===== src/rtl/prog_ctr_fetch.sv =====
// Program counter and fetch sequencer: launches a program from a selectable
// start address, steps/branches each cycle, halts on the done instruction.
module prog_ctr_fetch #(
  parameter int unsigned     PC_W        = 10,
  parameter logic [PC_W-1:0] PROG0_START = '0,
  parameter logic [PC_W-1:0] PROG1_START = '0,
  parameter logic [PC_W-1:0] PROG2_START = '0,
  parameter int unsigned     CNT_W       = 16
) (
  input  logic             Clk,
  input  logic             Reset,
  input  logic             Start,
  input  logic [1:0]       ProgSel,
  input  logic             Stall,
  input  logic             BranchEn,
  input  logic             Taken,
  input  logic [PC_W-1:0]  Target,
  input  logic             Halt,
  output logic [PC_W-1:0]  ProgCtr,
  output logic             Running,
  output logic             Done,
  output logic [CNT_W-1:0] InstCount
);

  typedef enum logic [1:0] {
    IDLE   = 2'd0,
    RUN    = 2'd1,
    HALTED = 2'd2
  } state_e;

  state_e           state_q, state_d;
  logic [PC_W-1:0]  pc_q, pc_d;
  logic [CNT_W-1:0] cnt_q, cnt_d;
  logic             done_q, done_d;
  logic [PC_W-1:0]  start_pc;
  logic [CNT_W-1:0] cnt_inc;

  always_comb begin
    start_pc = PROG2_START;
    case (ProgSel)
      2'd0:    start_pc = PROG0_START;
      2'd1:    start_pc = PROG1_START;
      default: start_pc = PROG2_START;
    endcase
  end

  // Executed-instruction count sticks at all-ones rather than wrapping.
  assign cnt_inc = (&cnt_q) ? cnt_q : cnt_q + CNT_W'(1);

  always_comb begin
    state_d = state_q;
    pc_d    = pc_q;
    cnt_d   = cnt_q;
    done_d  = 1'b0;
    case (state_q)
      IDLE, HALTED: begin
        if (Start) begin
          state_d = RUN;
          pc_d    = start_pc;
          cnt_d   = '0;
        end
      end
      RUN: begin
        // Stall freezes everything, masking halt and branch for the cycle.
        if (!Stall) begin
          cnt_d = cnt_inc;
          if (Halt) begin
            state_d = HALTED;
            done_d  = 1'b1;
          end else if (BranchEn && Taken) begin
            pc_d = Target;
          end else begin
            pc_d = pc_q + PC_W'(1);
          end
        end
      end
      default: state_d = IDLE;
    endcase
  end

  always_ff @(posedge Clk) begin
    if (Reset) begin
      state_q <= IDLE;
      pc_q    <= '0;
      cnt_q   <= '0;
      done_q  <= 1'b0;
    end else begin
      state_q <= state_d;
      pc_q    <= pc_d;
      cnt_q   <= cnt_d;
      done_q  <= done_d;
    end
  end

  assign ProgCtr   = pc_q;
  assign Running   = (state_q == RUN);
  assign Done      = done_q;
  assign InstCount = cnt_q;

endmodule


===== config.mk =====
export PLATFORM = sky130hd
export DESIGN_NAME = prog_ctr_fetch
export DESIGN_NICKNAME = d
export VERILOG_FILES = /design/src/rtl/prog_ctr_fetch.sv
export SDC_FILE = /design/constraint.sdc
export NUM_CORES = 1
export LEC_CHECK = 0
export BUFFER_PORTS_ARGS = -buffer_cell sky130_fd_sc_hd__buf_2
export CAP_MARGIN = 5
export CORE_AREA = 2 2 65 61
export DETAILED_ROUTE_END_ITERATION = 7
export DIE_AREA = 0 0 67 63
export GPL_ROUTABILITY_DRIVEN = 0
export PLACE_DENSITY = 0.78
export SLEW_MARGIN = 20
export SYNTH_ARGS = -nofsm -noshare
export SYNTH_HDL_FRONTEND = slang
export SYNTH_SLANG_ARGS = --single-unit
export TNS_END_PERCENT = 1

===== constraint.sdc =====
create_clock -name Clk -period 2.05 [get_ports Clk]
set_input_delay 0.1025 -clock Clk [delete_from_list [all_inputs] [get_ports Clk]]
set_output_delay 0.1025 -clock Clk [all_outputs]
set_load 0.05 [all_outputs]

==> flow_metrics.tcl, run 1 <==
set metrics [dict create \
    vias 1868 \
    grt_max_degree 18 \
    cellPowerDensity_nw_per_um2 558 \
    postPlaceCellArea_um2 2060 \
    final_area_um2 2140 \
    tightestPinTransition_ns 0.583 \
    synth_ff_type "dfxtp_1" \
    cap_violations 0 \
    slew_violations 0 \
    critPathKind "flop to flop" \
    path_cells "ha_1, nand3_4, or4_4, o2111ai_2, mux2_1" \
    start_util_pct 49.8 \
    nNetsFinal 283 \
    top_level_ports 47 \
    syn_area_um2 1780 \
    max-slew-margin-rel_pct 61.1 \
    routedWlPerCell_um 15.6 \
    worstPathRequired_ns 2.22 \
    finClkSkew_ns 0.00645 \
    cp_top_family "simple AND/OR/NAND/NOR gates" \
    cts_root_buffer "clkbuf_8" \
    viasPerCell 6.05 \
    cp_slowest_stage_delay_ns 0.59 \
    avgSynthCellArea_um2 8.36 \
    finalPower_w 0.00120 \
    area_delta_synth_final_pct 20.4 \
    worstSetupStartpointType "flop" \
    row_count 21 \
    die-area_um2 4220 \
    drive_gt1_share_pct 28.9 \
    synthCells 213 \
    synth-edff-count 0 \
    r2r_slack_ns 0.09 \
    async_flop_share_pct 0 \
    worst_ep_arrival_time_ns 2.13 \
    postCtsSetupRepairBufs 0 \
    p_leak_nw 0.878 \
    clockBufferDepth 2 \
    finalHoldViolCount 0 \
    vdd_ir_drop_max_mv 0.346 \
    synth_cell_types 59 \
    path_buf_inv 0 \
    drt_iter0_markers 158 \
    synth.most_common_cell "dfxtp_1" \
    portBuffers 44 \
    timing.rr.end "InstCount[7]" \
    fin_cells 309 \
    timing.final.crit_share_pct 95.6 \
    cts_tree "done" \
    grt_use_total_pct 23.8 \
    hold_path.class "input pin to flop" \
    synth_nets 234 \
    ys_warn_count 0 \
    hpwl_mm 3.46 \
    ys_ff_latch 29 \
    ys_top_cells_by_area "dfxtp_1 (33%), a21oi_1 (4.5%), nand2_1 (3.8%), nor2_1 (3.2%), a22o_1 (3.0%)" \
    grt_pass1_wl_mm 7.78 \
    cts.sinks 29 \
    die_h_um 63 \
    cts.hold.buffers_added 0 \
    drc_errors 0 \
    synth.top_cell.area_share_pct 32.6 \
    slowest_stage "or4_4" \
    holdWs_ns 0.100 \
    rsz0062_at_grt "no" \
    min_to "ProgCtr[4]" \
    htreeDepth 2 \
    regToRegStartpoint "InstCount[0]" \
    synth_area_leader_cell "dfxtp_1" \
    die_x_um 67 \
    diodes 0 \
    antenna_left 0 \
    grt_overflow_total 0 \
    fillerInstances 338 \
    timing.fmax_mhz 510 \
    clk_latency_ns 0.28 \
    path_clk_slew_ns 0.06 \
    ff2ff_path_depth 5 \
    first_pass_iters 4 \
    grt_pass1_vias 1613 \
    min_from "Target[4]" \
    crit_fanout 7 \
    ys_seq_area_share_pct 32.6 \
    drt-total-wl_mm 4.81 \
    cts_buffers 5 \
    crit_path_end_kind "flop" \
    coreArea_um2 3570 \
    antenna_found_initial 0 \
    ctsResizeCount 0 \
    status "finished clean" \
    placedCellCount 301 \
    holdPathStages 3 \
    period_needed_ns 1.96 \
    synth_common_cells "dfxtp_1 (29), nand2_1 (18), a21oi_1 (16)" \
    setup_violations 0 \
]
==> cell usage in the layout, fill, tap and decap left out, drive strengths merged, types with 3 or more instances in the layout <==
master	instances
buf	49
dfxtp	29
nand2	20
a21oi	17
nor2	15
o21ai	13
nand3	11
nor3	10
clkbuf	8
and3	7
a22o	6
inv	6
and2	5
o211ai	5
nand4	5
a211o	4
a211oi	4
or3	4
a31oi	3
o2bb2ai	3
nor4b	3
nor4	3
==> metal layers <==
layer  vias up  global-route usage, %  routed length (um)
li1        925                      -                   -
met1       884                   34.2                2360
met2        52                   34.4                2140
met3         7                   5.23                 251
met4         0                   8.67                  59
met5         -                      0                   0
==> registers in the layout (all words and copies together) (netlist names) <==
signal     flops
ProgCtr       10
InstCount     16
state_q        2
Done           1
==> logic make-up after synthesis <==
group,Yosys count,share of synthesized area [%]
simple gates,97,33.3
compound gates,68,26.6
flops,29,32.6
buf+inv,13,3.65
mux,4,2.39
fa+ha+maj,2,1.41
==> worst min-delay path: stages <==
cell and delay [ns]:
buf_2 0.08, a21oi_1 0.05, o2bb2ai_1 0.12
==> power by group <==
part / internal [W] / switching [W] / total (W)
clock network: 0.000241 / 0.000220 / 0.000461
logic: 0.0000483 / 0.000109 / 0.000158
registers: 0.000570 / 0.00000870 / 0.000578
total: 0.000859 / 0.000338 / 0.00120
==> how the worst max path moves through the flow <==
stage	startpoint	endpoint	slack (ns)	cells past startpoint
3_5_place_dp	InstCount[0]	InstCount[7]	0.1	5
5_1_grt	InstCount[0]	InstCount[7]	0.008	5
3_3_place_gp	InstCount[0]	InstCount[7]	0.13	5
2_1_floorplan	InstCount[1]	InstCount[7]	-0.04	5
4_1_cts	InstCount[0]	InstCount[7]	0.09	5
6_report	InstCount[0]	InstCount[7]	0.09	5
==> cell type report <==
type                       count  area [um2]  area share (%)
timing repair buffer          49         258            12.0
multi-input combinational    171        1130            52.9
inverter                       6        22.5            1.05
tap                           46        57.6            2.68
clock buffer                   8        80.1            3.73
sequential                    29         592            27.6
==> metrics by stage <==
stage          utilization, %  setup slack (ns)  setup TNS [ns]
2_1_floorplan               -           -0.0356         -0.0356
6_report                 60.0            0.0894               0
4_1_cts                  60.0            0.0928               0
5_1_grt                  60.0           0.00790               0
3_3_place_gp             57.8             0.129               0
3_5_place_dp             57.8            0.0982               0
Note: power is estimated with default switching activity, not from simulation.
==> run 2, diff against run 1 <==
--- a/config.mk
+++ b/config.mk
@@ -12,6 +12,7 @@
 export DIE_AREA = 0 0 67 63
 export GPL_ROUTABILITY_DRIVEN = 0
 export PLACE_DENSITY = 0.78
+export REMOVE_ABC_BUFFERS = 1
 export SLEW_MARGIN = 20
 export SYNTH_ARGS = -nofsm -noshare
 export SYNTH_HDL_FRONTEND = slang
==> run 2 against run 1 <==
- combinational power up 3%
- largest cell class unchanged
- highest routed layer unchanged
- sequential share of layout area down 1.4 points
- sequential power about the same
- maximum frequency up 2.0%
- critical endpoint unchanged
- global-route usage up 0.30 points
- non-clock buffer count up 6
- total power up 14%
- first-iteration DRC count down 19%
- via count up 1.6%
==> flow_metrics.tcl, run 2 (synthesized netlist as in run 1, its figures left out) <==
set metrics [dict create \
    register_area_um2 581 \
    worstPathRequired_ns 2.22 \
    fillerInstances 350 \
    diodes 0 \
    p_comb_share_pct 12.0 \
    vdd_ir_drop_max_mv 0.419 \
    cts.sinks 29 \
    mostFrequentLayoutCells "buf_2 (44), dfxtp_1 (29), nand2_1 (18)" \
    portBuffers 44 \
    start_util_pct 49.8 \
    post-route-util_pct 62.0 \
    max-slew-margin-rel_pct 61.7 \
    finClkSkew_ns 0.00745 \
    antenna_left 0 \
    seqPwrFrac_pct 42.5 \
    regToRegStartpoint "InstCount[0]" \
    nNetsFinal 289 \
    dr_wl_met3_um 371 \
    min_from "Target[4]" \
    path_clk_slew_ns 0.06 \
    routedWlPerCell_um 15.2 \
    rsz0062_at_grt "no" \
    r2r_slack_ns 0.13 \
    htreeDepth 2 \
    finalHoldViolCount 0 \
    finalSetupTns_ns 0 \
    cts_root_buffer "clkbuf_8" \
    grt_pass1_vias 1638 \
    cts_tree "done" \
    drive_gt1_share_pct 28.6 \
    post-place-ws_ns 0.141 \
    drt_iter0_markers 128 \
    fin_ws_ns 0.127 \
    cap_violations 0 \
    crit_path_end_kind "flop" \
    viasPerCell 6.03 \
    worstSetupStartpointType "flop" \
    multi_input_area_um2 1130 \
    ctsResizeCount 0 \
    crit_fanout 7 \
    antenna_found_initial 0 \
    critPathKind "flop to flop" \
    slew_violations 0 \
    top_level_ports 47 \
    holdPathStages 3 \
    cellPowerDensity_nw_per_um2 614 \
    die-area_um2 4220 \
    cts_buffers 5 \
    hold_path.class "input pin to flop" \
    largest_reg_flops 16 \
    final_area_um2 2210 \
    timing.final.crit_share_pct 93.8 \
    pwr-share-clk_pct 45.5 \
    drt-total-wl_mm 4.78 \
    die_x_um 67 \
    highest_layer "met4" \
    ff2ff_path_depth 5 \
    netSwitchingFraction_pct 25.1 \
    postCtsSetupRepairBufs 0 \
    row_count 21 \
    worst_ep_arrival_time_ns 2.09 \
    routed-wl-met2_mm 2.12 \
    intPower_w 0.00102 \
    p_sw_w 0.000342 \
    grt_pass1_wl_mm 7.85 \
    drc_errors 0 \
    die_h_um 63 \
    vias 1898 \
    grt_overflow_total 0 \
    grt_use_total_pct 24.1 \
    min_to "ProgCtr[4]" \
    area_delta_synth_final_pct 24.4 \
    timing.fmax_mhz 520 \
    coreArea_um2 3570 \
    tightestPinTransition_ns 0.574 \
    period_needed_ns 1.92 \
    p_leak_nw 0.925 \
    first_pass_iters 4 \
    wl_met1_mm 2.24 \
    status "finished clean" \
    cts.hold.buffers_added 0 \
    setup_violations 0 \
    layout_commonest_cell "buf_2" \
    grt_max_degree 23 \
    postPlaceCellArea_um2 2100 \
    timing.rr.end "InstCount[7]" \
    hpwl_mm 3.36 \
    clockBufferDepth 2 \
    clk_latency_ns 0.28 \
]
-- run 2: worst max path at each step --
stage / from / endpoint / cells past startpoint
CTS: InstCount[0] / InstCount[7] / 5
finish: InstCount[0] / InstCount[7] / 5
global placement: InstCount[0] / InstCount[7] / 5
detailed placement: InstCount[0] / InstCount[7] / 5
global route: InstCount[1] / InstCount[7] / 5
floorplan: InstCount[0] / InstCount[7] / 5
-- run 2: layer usage --
metal	GRT usage, %	vias up
met3	4.86	5
li1	-	938
met4	8.42	0
met2	34.8	65
met1	35.1	890
met5	0	-
-- run 2: power by group through the flow --
stage               sequential (W)  clock [W]  combinational, W
detailed placement        0.000590          0          0.000161
global route              0.000578   0.000655          0.000177
global placement          0.000589          0          0.000159
finish                    0.000578   0.000618          0.000163
CTS                       0.000577   0.000624          0.000162
floorplan                 0.000604          0         0.0000793
-- run 2: per-stage QoR --
step / total power, W / hold WS, ns / std cells
2_1_floorplan: 0.000683 / 0.172 / 206
3_3_place_gp: 0.000748 / 0.370 / 307
3_5_place_dp: 0.000751 / 0.377 / 307
4_1_cts: 0.00136 / 0.0882 / 315
5_1_grt: 0.00141 / 0.0885 / 315
6_report: 0.00136 / 0.0865 / 315
-- run 2: critical path, stage by stage, from the launching register on --
cell and delay, ns:
dfxtp_1 0.33, ha_1 0.23, nand3_4 0.14, or4_4 0.59
o2111ai_2 0.19, mux2_1 0.34
-- run 2: final cells by class --
cell class                 count  share of cell area (%)
tap                           46                    2.60
sequential                    29                    26.2
multi-input combinational    171                    51.2
clock inverter                 1                    1.36
inverter                       6                    1.02
clock buffer                   7                    3.90
timing repair buffer          55                    13.7
